`config.mk`:
```
export PLATFORM = sky130hd
export DESIGN_NAME = charge_accum_ctrl
export DESIGN_NICKNAME = d
export VERILOG_FILES = /design/src/rtl/charge_accum_ctrl.sv
export SDC_FILE = /design/constraint.sdc
export NUM_CORES = 1
export LEC_CHECK = 0
export CAP_MARGIN = 20
export CORE_ASPECT_RATIO = 1.2
export CORE_MARGIN = 10
export CORE_UTILIZATION = 46
export DETAILED_ROUTE_END_ITERATION = 8
export PLACE_DENSITY = 0.79
export SLEW_MARGIN = 5
export SYNTH_ARGS = -nofsm -noshare
export SYNTH_HDL_FRONTEND = slang
export SYNTH_SLANG_ARGS = --single-unit
```
`constraint.sdc`:
```
create_clock -name clk -period 4.34 [get_ports clk]
set_input_delay 0.651 -clock clk [delete_from_list [all_inputs] [get_ports clk]]
set_output_delay 0.651 -clock clk [all_outputs]
set_load 0.05 [all_outputs]
```
`src/rtl/charge_accum_ctrl.sv`:
```
// Read-modify-write sequencer for the neuron charge RAM: arbitrates accumulate and
// clear/readout requests, forwards in-flight results, and zero-fills the RAM after reset.
module charge_accum_ctrl #(
   parameter int ADDR_W         = 8,
   parameter int DATA_W         = 16,
   parameter int WEIGHT_W       = 8,
   parameter bit CLEAR_ON_RESET = 1'b1
) (
   input  logic                clk,
   input  logic                reset,
   input  logic                accum_valid,
   output logic                accum_ready,
   input  logic [ADDR_W-1:0]   accum_addr,
   input  logic [WEIGHT_W-1:0] accum_weight,
   input  logic                clr_valid,
   output logic                clr_ready,
   input  logic [ADDR_W-1:0]   clr_addr,
   output logic                out_valid,
   output logic [ADDR_W-1:0]   out_addr,
   output logic [DATA_W-1:0]   out_charge,
   output logic                init_done,
   output logic                ram_rd_en,
   output logic [ADDR_W-1:0]   ram_rd_addr,
   input  logic [DATA_W-1:0]   ram_rd_data,
   output logic                ram_wr_en,
   output logic [ADDR_W-1:0]   ram_wr_addr,
   output logic [DATA_W-1:0]   ram_wr_data
);

   typedef enum logic [0:0] {
      ST_INIT = 1'b0,
      ST_RUN  = 1'b1
   } state_t;

   // Signed add of a sign-extended weight, clamped to the charge range.
   function automatic logic [DATA_W-1:0] sat_add(input logic [DATA_W-1:0]   a,
                                                 input logic [WEIGHT_W-1:0] w);
      logic [DATA_W:0]   sum;
      logic [DATA_W-1:0] res;
      sum = {a[DATA_W-1], a} + {{(DATA_W+1-WEIGHT_W){w[WEIGHT_W-1]}}, w};
      if (sum[DATA_W] != sum[DATA_W-1]) begin
         if (sum[DATA_W]) begin
            res = {1'b1, {(DATA_W-1){1'b0}}};
         end else begin
            res = {1'b0, {(DATA_W-1){1'b1}}};
         end
      end else begin
         res = sum[DATA_W-1:0];
      end
      return res;
   endfunction

   state_t                state_r;
   logic [ADDR_W-1:0]     sweep_cnt_r;
   logic                  rr_clr_r;
   logic                  init_done_r;

   logic                  s1_valid_r;
   logic                  s1_is_clr_r;
   logic [ADDR_W-1:0]     s1_addr_r;
   logic [WEIGHT_W-1:0]   s1_weight_r;

   logic                  wr_en_r;
   logic [ADDR_W-1:0]     wr_addr_r;
   logic [DATA_W-1:0]     wr_data_r;

   // Copy of the write that committed last cycle; a read issued alongside it saw stale data.
   logic                  cm_valid_r;
   logic [ADDR_W-1:0]     cm_addr_r;
   logic [DATA_W-1:0]     cm_data_r;

   logic                  out_valid_r;
   logic [ADDR_W-1:0]     out_addr_r;
   logic [DATA_W-1:0]     out_charge_r;

   logic                  accum_ready_s;
   logic                  clr_ready_s;
   logic                  take_accum_s;
   logic                  take_clr_s;
   logic                  rd_en_s;
   logic [ADDR_W-1:0]     rd_addr_s;
   logic [DATA_W-1:0]     operand_s;
   logic [DATA_W-1:0]     result_s;

   // Round-robin arbitration between the two requesters; only in RUN.
   always_comb begin
      accum_ready_s = 1'b0;
      clr_ready_s   = 1'b0;
      if (state_r == ST_RUN) begin
         if (accum_valid && clr_valid) begin
            accum_ready_s = !rr_clr_r;
            clr_ready_s   = rr_clr_r;
         end else if (clr_valid) begin
            clr_ready_s   = 1'b1;
         end else begin
            accum_ready_s = 1'b1;
         end
      end else begin
         accum_ready_s = 1'b0;
         clr_ready_s   = 1'b0;
      end
   end

   assign take_accum_s = accum_valid && accum_ready_s;
   assign take_clr_s   = clr_valid && clr_ready_s;
   assign rd_en_s      = take_accum_s || take_clr_s;
   assign rd_addr_s    = take_clr_s ? clr_addr : accum_addr;

   // S1 operand select: newest in-flight write wins over the RAM read data.
   always_comb begin
      operand_s = ram_rd_data;
      if (wr_en_r && (wr_addr_r == s1_addr_r)) begin
         operand_s = wr_data_r;
      end else if (cm_valid_r && (cm_addr_r == s1_addr_r)) begin
         operand_s = cm_data_r;
      end else begin
         operand_s = ram_rd_data;
      end
   end

   // S1 result: clear writes zero, accumulate writes the saturated sum.
   always_comb begin
      result_s = {DATA_W{1'b0}};
      if (s1_is_clr_r) begin
         result_s = {DATA_W{1'b0}};
      end else begin
         result_s = sat_add(operand_s, s1_weight_r);
      end
   end

   // Sweep/run FSM together with the S1, WB and commit-copy pipeline registers.
   always_ff @(posedge clk) begin
      if (!reset) begin
         if (CLEAR_ON_RESET) begin
            state_r <= ST_INIT;
         end else begin
            state_r <= ST_RUN;
         end
         sweep_cnt_r  <= {ADDR_W{1'b0}};
         rr_clr_r     <= 1'b0;
         init_done_r  <= 1'b0;
         s1_valid_r   <= 1'b0;
         s1_is_clr_r  <= 1'b0;
         s1_addr_r    <= {ADDR_W{1'b0}};
         s1_weight_r  <= {WEIGHT_W{1'b0}};
         wr_en_r      <= 1'b0;
         wr_addr_r    <= {ADDR_W{1'b0}};
         wr_data_r    <= {DATA_W{1'b0}};
         cm_valid_r   <= 1'b0;
         cm_addr_r    <= {ADDR_W{1'b0}};
         cm_data_r    <= {DATA_W{1'b0}};
         out_valid_r  <= 1'b0;
         out_addr_r   <= {ADDR_W{1'b0}};
         out_charge_r <= {DATA_W{1'b0}};
      end else begin
         cm_valid_r  <= wr_en_r;
         cm_addr_r   <= wr_addr_r;
         cm_data_r   <= wr_data_r;
         out_valid_r <= 1'b0;
         case (state_r)
            ST_INIT: begin
               wr_en_r     <= 1'b1;
               wr_addr_r   <= sweep_cnt_r;
               wr_data_r   <= {DATA_W{1'b0}};
               sweep_cnt_r <= sweep_cnt_r + {{(ADDR_W-1){1'b0}}, 1'b1};
               s1_valid_r  <= 1'b0;
               if (sweep_cnt_r == {ADDR_W{1'b1}}) begin
                  state_r     <= ST_RUN;
                  init_done_r <= 1'b1;
               end else begin
                  state_r     <= ST_INIT;
               end
            end
            ST_RUN: begin
               init_done_r <= 1'b1;
               if (accum_valid && clr_valid) begin
                  rr_clr_r <= !rr_clr_r;
               end else begin
                  rr_clr_r <= rr_clr_r;
               end
               s1_valid_r  <= rd_en_s;
               s1_is_clr_r <= take_clr_s;
               s1_addr_r   <= rd_addr_s;
               s1_weight_r <= accum_weight;
               wr_en_r     <= s1_valid_r;
               wr_addr_r   <= s1_addr_r;
               wr_data_r   <= result_s;
               if (s1_valid_r && s1_is_clr_r) begin
                  out_valid_r  <= 1'b1;
                  out_addr_r   <= s1_addr_r;
                  out_charge_r <= operand_s;
               end else begin
                  out_valid_r  <= 1'b0;
               end
            end
            default: begin
               state_r <= ST_INIT;
            end
         endcase
      end
   end

   assign accum_ready = accum_ready_s;
   assign clr_ready   = clr_ready_s;
   assign ram_rd_en   = rd_en_s;
   assign ram_rd_addr = rd_addr_s;
   assign ram_wr_en   = wr_en_r;
   assign ram_wr_addr = wr_addr_r;
   assign ram_wr_data = wr_data_r;
   assign out_valid   = out_valid_r;
   assign out_addr    = out_addr_r;
   assign out_charge  = out_charge_r;
   assign init_done   = init_done_r;

endmodule

```
==> out/results.txt, run 1 <==
clock skew: 0.00736 ns
#FFs+latches synth: 104
worst slew pin tran: 0.705 ns
die width: 116 um
Startpoint Class: flip-flop
pin count of the biggest net entering global routing: 47
CP Capture Type: flip-flop
WL/cell: 17.7 um
syn_nets: 604
switching share of power: 25.2%
CTS resizes: 0
Tot Pwr: 2030 uW
Final setup viols: 0
H-tree depth: 3
DR DRC count: 0
initial antenna violation count: 0
Hold Slack: 0.464 ns
FF-to-FF setup slack: 0.34 ns
maximum clock rate: 0.250 GHz
vias per cell: 5.46
Core Area: 10,900 um2
ant diodes: 0
top cells by count, synth: dfxtp_1 (104), nor2_1 (58), and2_1 (32)
RSZ-0062 raised after global routing: no
Slew Viols, Final: 0
Clk Tree Root Cell: clkbuf_16
Starting DRT DRC Count: 264
share of total power in the clock network: 39.5%
Vias: 4,207
# placed instances: 754
Top cell by count, worst path: nand2_1
crit path time final: 4.00 ns
row count: 42
RR Startpoint: s1_addr_r[0]$_SDFFE_PN0P_
post-CTS setup buffers: 0
R2R cell count: 14
Crit Path Class: flip-flop to flip-flop
Gate Count Post-Synth: 542
critical path fanouts, max: 15
share of cells above drive strength 1: 8.62%
Distinct cells, synth: 53
critical path arrival: 4.21 ns
Post-synth EDFFs: 0
cell with the most instances after synthesis: dfxtp_1
Synth top area share: 40.9%
Slowest cell on crit path: mux2i_4
area grow syn2layout: 27.9%
synthesis warning total: 0
sequential-to-total area share from yosys stat: 40.9%
leakage: 0.00244 uW
Synth Area per Inst: 9.40 um2
Worst-Skew Late Latency: 0.35 ns
first-pass GRT wire length: 21,800 um
HP Start: init_done$_SDFFE_PN0P_
HPWL after DPL: 10,500 um
final hold violations: 0
Crit path max-delay family: simple AND/OR/NAND/NOR gates
die footprint: 15,700 um2
IO Port Bufs: 105
WP data required: 4.55 ns
Peak VDD IR: 0.231 mV
global-route usage over all layers: 17.4%
final setup TNS: 0 ns
non-filler cells, final: 770
R2R Path End: ram_wr_data[0]$_SDFF_PP0_
run status: completed
GR Overflow Total: 0
hold buffer count at CTS: 0
Initial Util: 46.6%
CTS tree: yes
Power Dens Cells: 312 nW/um2
Main synth FF type: dfxtp_1
hold crit path type: flip-flop to flip-flop
worst path bufs/invs: 1
CTS Buf Count: 9
Reg power frac: 47.5%
utilization after layout: 59.6%
Rel. slew slack: 52.9%
CTS Buffer Depth: 2
max-cap viol count: 0
combinational fraction of design power: 13.0%
Nets: 696
synthesized cell area: 5100 um2
Hold EP: init_done$_SDFFE_PN0P_
vias in the first global route: 4,203
final cycle utilization of the critical path: 92.2%
Worst path max stage delay: 0.53 ns
WL final: 13,700 um
Worst Hold Depth: 1
largest cells by area after synthesis: dfxtp_1 (41%), mux2i_1 (5.1%), nor2_1 (4.3%)
Async SR Flop Fraction: 0%
# clock sinks: 104
cell internal pwr: 1520 uW
total net switching power: 512 uW
Ports: 106
worst-path cell chain: xnor2_1 > nand2_1 > nor3_4 > buf_4 > mux2_2 > nor2_1 > nor2_1 > ha_1 > nand2_1 > nor3_1 > o211ai_2 > nand2_1 > mux2i_4 > o21ai_0
die height: 135 um
drt pass-1 iters: 4
Final Wtd Congestion: 0.833
ANT nets after route: 0
largest area contributor in the netlist: dfxtp_1
Reg clk slew, reported paths: 0.07 ns
==> through the flow <==
step / worst slack (ns) / area [um2]
after global placement: 0.407 / 6200
after CTS: 0.322 / 6490
after detailed placement: 0.362 / 6200
final: 0.337 / 6520
after global routing: 0.0629 / 6520
after floorplan: 0.610 / 5100
==> flip-flops by register name, summed over array words and instances, names as in the netlist <==
register and count:
state_r 1, s1_weight_r 8, sweep_cnt_r 8, cm_data_r 16, ram_wr_en 1, init_done 1
out_charge 16, rr_clr_r 1, ram_wr_data 16, cm_addr_r 8, out_addr 8, s1_addr_r 8
ram_wr_addr 8, cm_valid_r 1, out_valid 1, s1_is_clr_r 1, s1_valid_r 1
==> metal layers <==
| metal | wire, um | vias up | track usage [%] |
|---|---|---|---|
| li1 | - | 2070 | - |
| met5 | 0 | - | 0 |
| met2 | 7090 | 116 | 31.5 |
| met1 | 5440 | 1997 | 19.4 |
| met3 | 819 | 24 | 4.30 |
| met4 | 313 | 0 | 5.22 |
==> final cells by class <==
type / count / area [um2]
Fill cell: 956 / 4410
Clock inverter: 6 / 68.8
Sequential cell: 104 / 2080
Multi-Input combinational cell: 402 / 2840
Tap cell: 132 / 165
Timing Repair Buffer: 112 / 1120
Clock buffer: 9 / 225
Inverter: 5 / 18.8
==> layout by cell type (no fill, tap or decap), drive strengths merged, types with 4 or more instances in the layout <==
master and n:
clkdlybuf4s50 104, dfxtp 104, nor2 58, and2 32
nand2 30, nand3 28, nor2b 27, mux2i 27
o31ai 27, mux2 24, xnor2 23, ha 17
a21oi 14, o21ai 14, a21boi 12, xor2 9
clkbuf 9, and3 8, nor3 8, buf 8
a21o 7, inv 6, clkinvlp 4, a211oi 4
==> worst max-delay path by stage <==
| stage | from | end | cells after the start |
|---|---|---|---|
| global route | s1_addr_r[7]$_SDFFE_PN0P_ | ram_wr_data[1]$_SDFF_PP0_ | 14 |
| floorplan | ram_wr_addr[2]$_SDFF_PN0_ | ram_wr_data[0]$_SDFF_PP0_ | 16 |
| global placement | s1_addr_r[3]$_SDFFE_PN0P_ | ram_wr_data[1]$_SDFF_PP0_ | 14 |
| finish | s1_addr_r[0]$_SDFFE_PN0P_ | ram_wr_data[0]$_SDFF_PP0_ | 14 |
| CTS | s1_addr_r[0]$_SDFFE_PN0P_ | ram_wr_data[0]$_SDFF_PP0_ | 14 |
| detailed placement | s1_addr_r[3]$_SDFFE_PN0P_ | ram_wr_data[14]$_SDFF_PP0_ | 14 |
==> logic make-up (layout without fill, tap and decap cells) <==
| logic type | after synthesis | after routing | synth area share, % |
|---|---|---|---|
| simple gates | 206 | 206 | 20.6 |
| xor+xnor | 32 | 32 | 5.50 |
| buf+inv | 36 | 132 | 3.46 |
| flops | 104 | 104 | 40.9 |
| compound gates | 95 | 95 | 14.2 |
| fa+ha+maj | 18 | 18 | 4.57 |
| mux | 51 | 51 | 10.9 |
==> power by group through the flow <==
stage | clock network (uW) | logic (uW) | registers (uW)
after floorplan | 0 | 173 | 992
after global placement | 0 | 258 | 987
after detailed placement | 0 | 264 | 987
after CTS | 816 | 265 | 965
after global routing | 848 | 291 | 965
final | 804 | 264 | 965
No activity file was read; power rests on OpenSTA's default activity.
==> run 2: changes to the inputs <==
Settings changed: REMOVE_ABC_BUFFERS from default to 1.
==> out/results.txt, run 2 (synthesized netlist as in run 1, its figures left out) <==
run status: completed (unchanged)
DR DRC count: 0 (unchanged)
drt pass-1 iters: 4 (unchanged)
H-tree depth: 3 (unchanged)
share of cells above drive strength 1: 8.91% (was 8.62%)
Nets: 697 (was 696)
non-filler cells, final: 772 (was 770)
Filler cells: 943 (was 956)
Startpoint Class: flip-flop (unchanged)
critical path fanouts, max: 15 (unchanged)
ant diodes: 0 (unchanged)
clock skew: 0.00742 ns (was 0.00736 ns)
Rel. slew slack: 49.4% (was 52.9%)
leakage: 0.00246 uW (was 0.00244 uW)
Ports: 106 (unchanged)
WL final: 13,500 um (was 13,700 um)
most common cell after layout, fill and taps aside: clkdlybuf4s50_1 (unchanged)
Initial Util: 46.6% (unchanged)
hold crit path type: flip-flop to flip-flop (unchanged)
Worst-Skew Late Latency: 0.35 ns (about the same)
most frequent cells in the layout: clkdlybuf4s50_1 (104), dfxtp_1 (103), nor2_1 (58) (unchanged)
CTS tree: yes (unchanged)
vias in the first global route: 4,311 (was 4,203)
# clock sinks: 104 (unchanged)
Final Wtd Congestion: 0.928 (was 0.833)
WP data required: 4.57 ns (was 4.55 ns)
critical path arrival: 4.25 ns (was 4.21 ns)
CTS resizes: 0 (unchanged)
Core Area: 10,900 um2 (unchanged)
crit path time final: 4.02 ns (was 4.00 ns)
HPWL after DPL: 10,200 um (was 10,500 um)
Hold Slack: 0.461 ns (was 0.464 ns)
met3 GRT Util: 4.17% (was 4.30%)
die footprint: 15,700 um2 (unchanged)
row count: 42 (unchanged)
maximum clock rate: 0.249 GHz (was 0.250 GHz)
GR Overflow Total: 0 (unchanged)
die width: 116 um (unchanged)
final setup TNS: 0 ns (unchanged)
IO Port Bufs: 105 (unchanged)
CTS Buf Count: 9 (unchanged)
final cycle utilization of the critical path: 92.6% (was 92.2%)
grt met2 use: 30.7% (was 31.5%)
fin area: 6530 um2 (was 6520 um2)
Starting DRT DRC Count: 364 (was 264)
area grow syn2layout: 28.1% (was 27.9%)
Slew Viols, Final: 0 (unchanged)
Clk Tree Root Cell: clkbuf_16 (unchanged)
Multi-input gate area: 2840 um2 (unchanged)
DP Area: 6200 um2 (about the same)
RSZ-0062 raised after global routing: no (unchanged)
Crit Path Class: flip-flop to flip-flop (unchanged)
utilization after layout: 59.7% (was 59.6%)
first-pass GRT wire length: 21,900 um (was 21,800 um)
vias per cell: 5.45 (was 5.46)
final hold violations: 0 (unchanged)
pin count of the biggest net entering global routing: 76 (was 47)
Final setup viols: 0 (unchanged)
ANT nets after route: 0 (unchanged)
# placed instances: 755 (was 754)
Reg clk slew, reported paths: 0.07 ns (about the same)
initial antenna violation count: 0 (unchanged)
CTS Buffer Depth: 2 (unchanged)
CP Capture Type: flip-flop (unchanged)
FF+latch area: 2080 um2 (unchanged)
met1 usage: 19.9% (was 19.4%)
Peak VDD IR: 0.171 mV (was 0.231 mV)
GRT busiest layer: met2 (unchanged)
WL/cell: 17.5 um (was 17.7 um)
Vias: 4,208 (was 4,207)
Power Dens Cells: 315 nW/um2 (was 312 nW/um2)
global-route usage over all layers: 17.4% (about the same)
max-cap viol count: 0 (unchanged)
die height: 135 um (unchanged)
worst slew pin tran: 0.756 ns (was 0.705 ns)
## run 2: cell type report
| cell class | count | share of cell area [%] |
|---|---|---|
| Multi-Input combinational cell | 402 | 43.5 |
| Tap cell | 132 | 2.53 |
| Sequential cell | 104 | 31.9 |
| Inverter | 5 | 0.287 |
| Clock inverter | 5 | 0.824 |
| Clock buffer | 11 | 3.87 |
| Timing Repair Buffer | 113 | 17.1 |
## run 2: worst max-delay path, stage by stage, from the launching register on
cell and delay [ns]:
dfxtp_1 0.45, xnor2_1 0.16, nand3_1 0.17, nor3_4 0.39
buf_4 0.29, mux2_1 0.34, nor2_1 0.13, nor2_1 0.07
ha_1 0.43, nand2_1 0.15, nor4_2 0.35, nor2_1 0.15
o221ai_4 0.22, mux2i_4 0.12, buf_12 0.17, o41ai_1 0.31
## run 2: final timing paths
path,from,cells after the start,end,slack (ns)
setup / recovery,s1_addr_r[4]$_SDFFE_PN0P_,15,ram_wr_data[4]$_SDFF_PP0_,0.32
hold / removal,init_done$_SDFFE_PN0P_,1,init_done$_SDFFE_PN0P_,0.46
setup reg to reg,s1_addr_r[4]$_SDFFE_PN0P_,15,ram_wr_data[4]$_SDFF_PP0_,0.32
hold reg to reg,init_done$_SDFFE_PN0P_,1,init_done$_SDFFE_PN0P_,0.46
## run 2: layer usage
metal  vias to the layer above  wire (um)  part of all wire [%]
met3                        15        863                   6.4
li1                       2077          -                     -
met2                       111       6860                    51
met4                         0        245                   1.8
met5                         -          0                     0
met1                      2005       5510                    41
## run 2: timing repair
action	in CTS	in global routing
setup endpoints to repair	0	14
hold buffers	0	0
setup buffers	0	1
## run 2: power breakdown
group	internal (uW)	leakage, uW	switching, uW	total [uW]
logic	116	0.00146	147	263
registers	960	0.000840	5.25	965
clock network	478	0.000156	352	830
total	1550	0.00246	505	2060
## run 2: per-stage QoR
step / total power [uW] / setup slack, ns
6_report: 2060 / 0.323
5_1_grt: 2140 / 0.0343
3_3_place_gp: 1240 / 0.428
3_5_place_dp: 1250 / 0.297
2_1_floorplan: 1150 / 0.550
4_1_cts: 2070 / 0.230
==> run 3: changes to the inputs <==
Settings changed: ABC_CLOCK_PERIOD_IN_PS from default to 4340, CAP_MARGIN 20 to default.
==> results of run 3 <==
No change in the layout: final DEF, timing and power equal those of run 2.
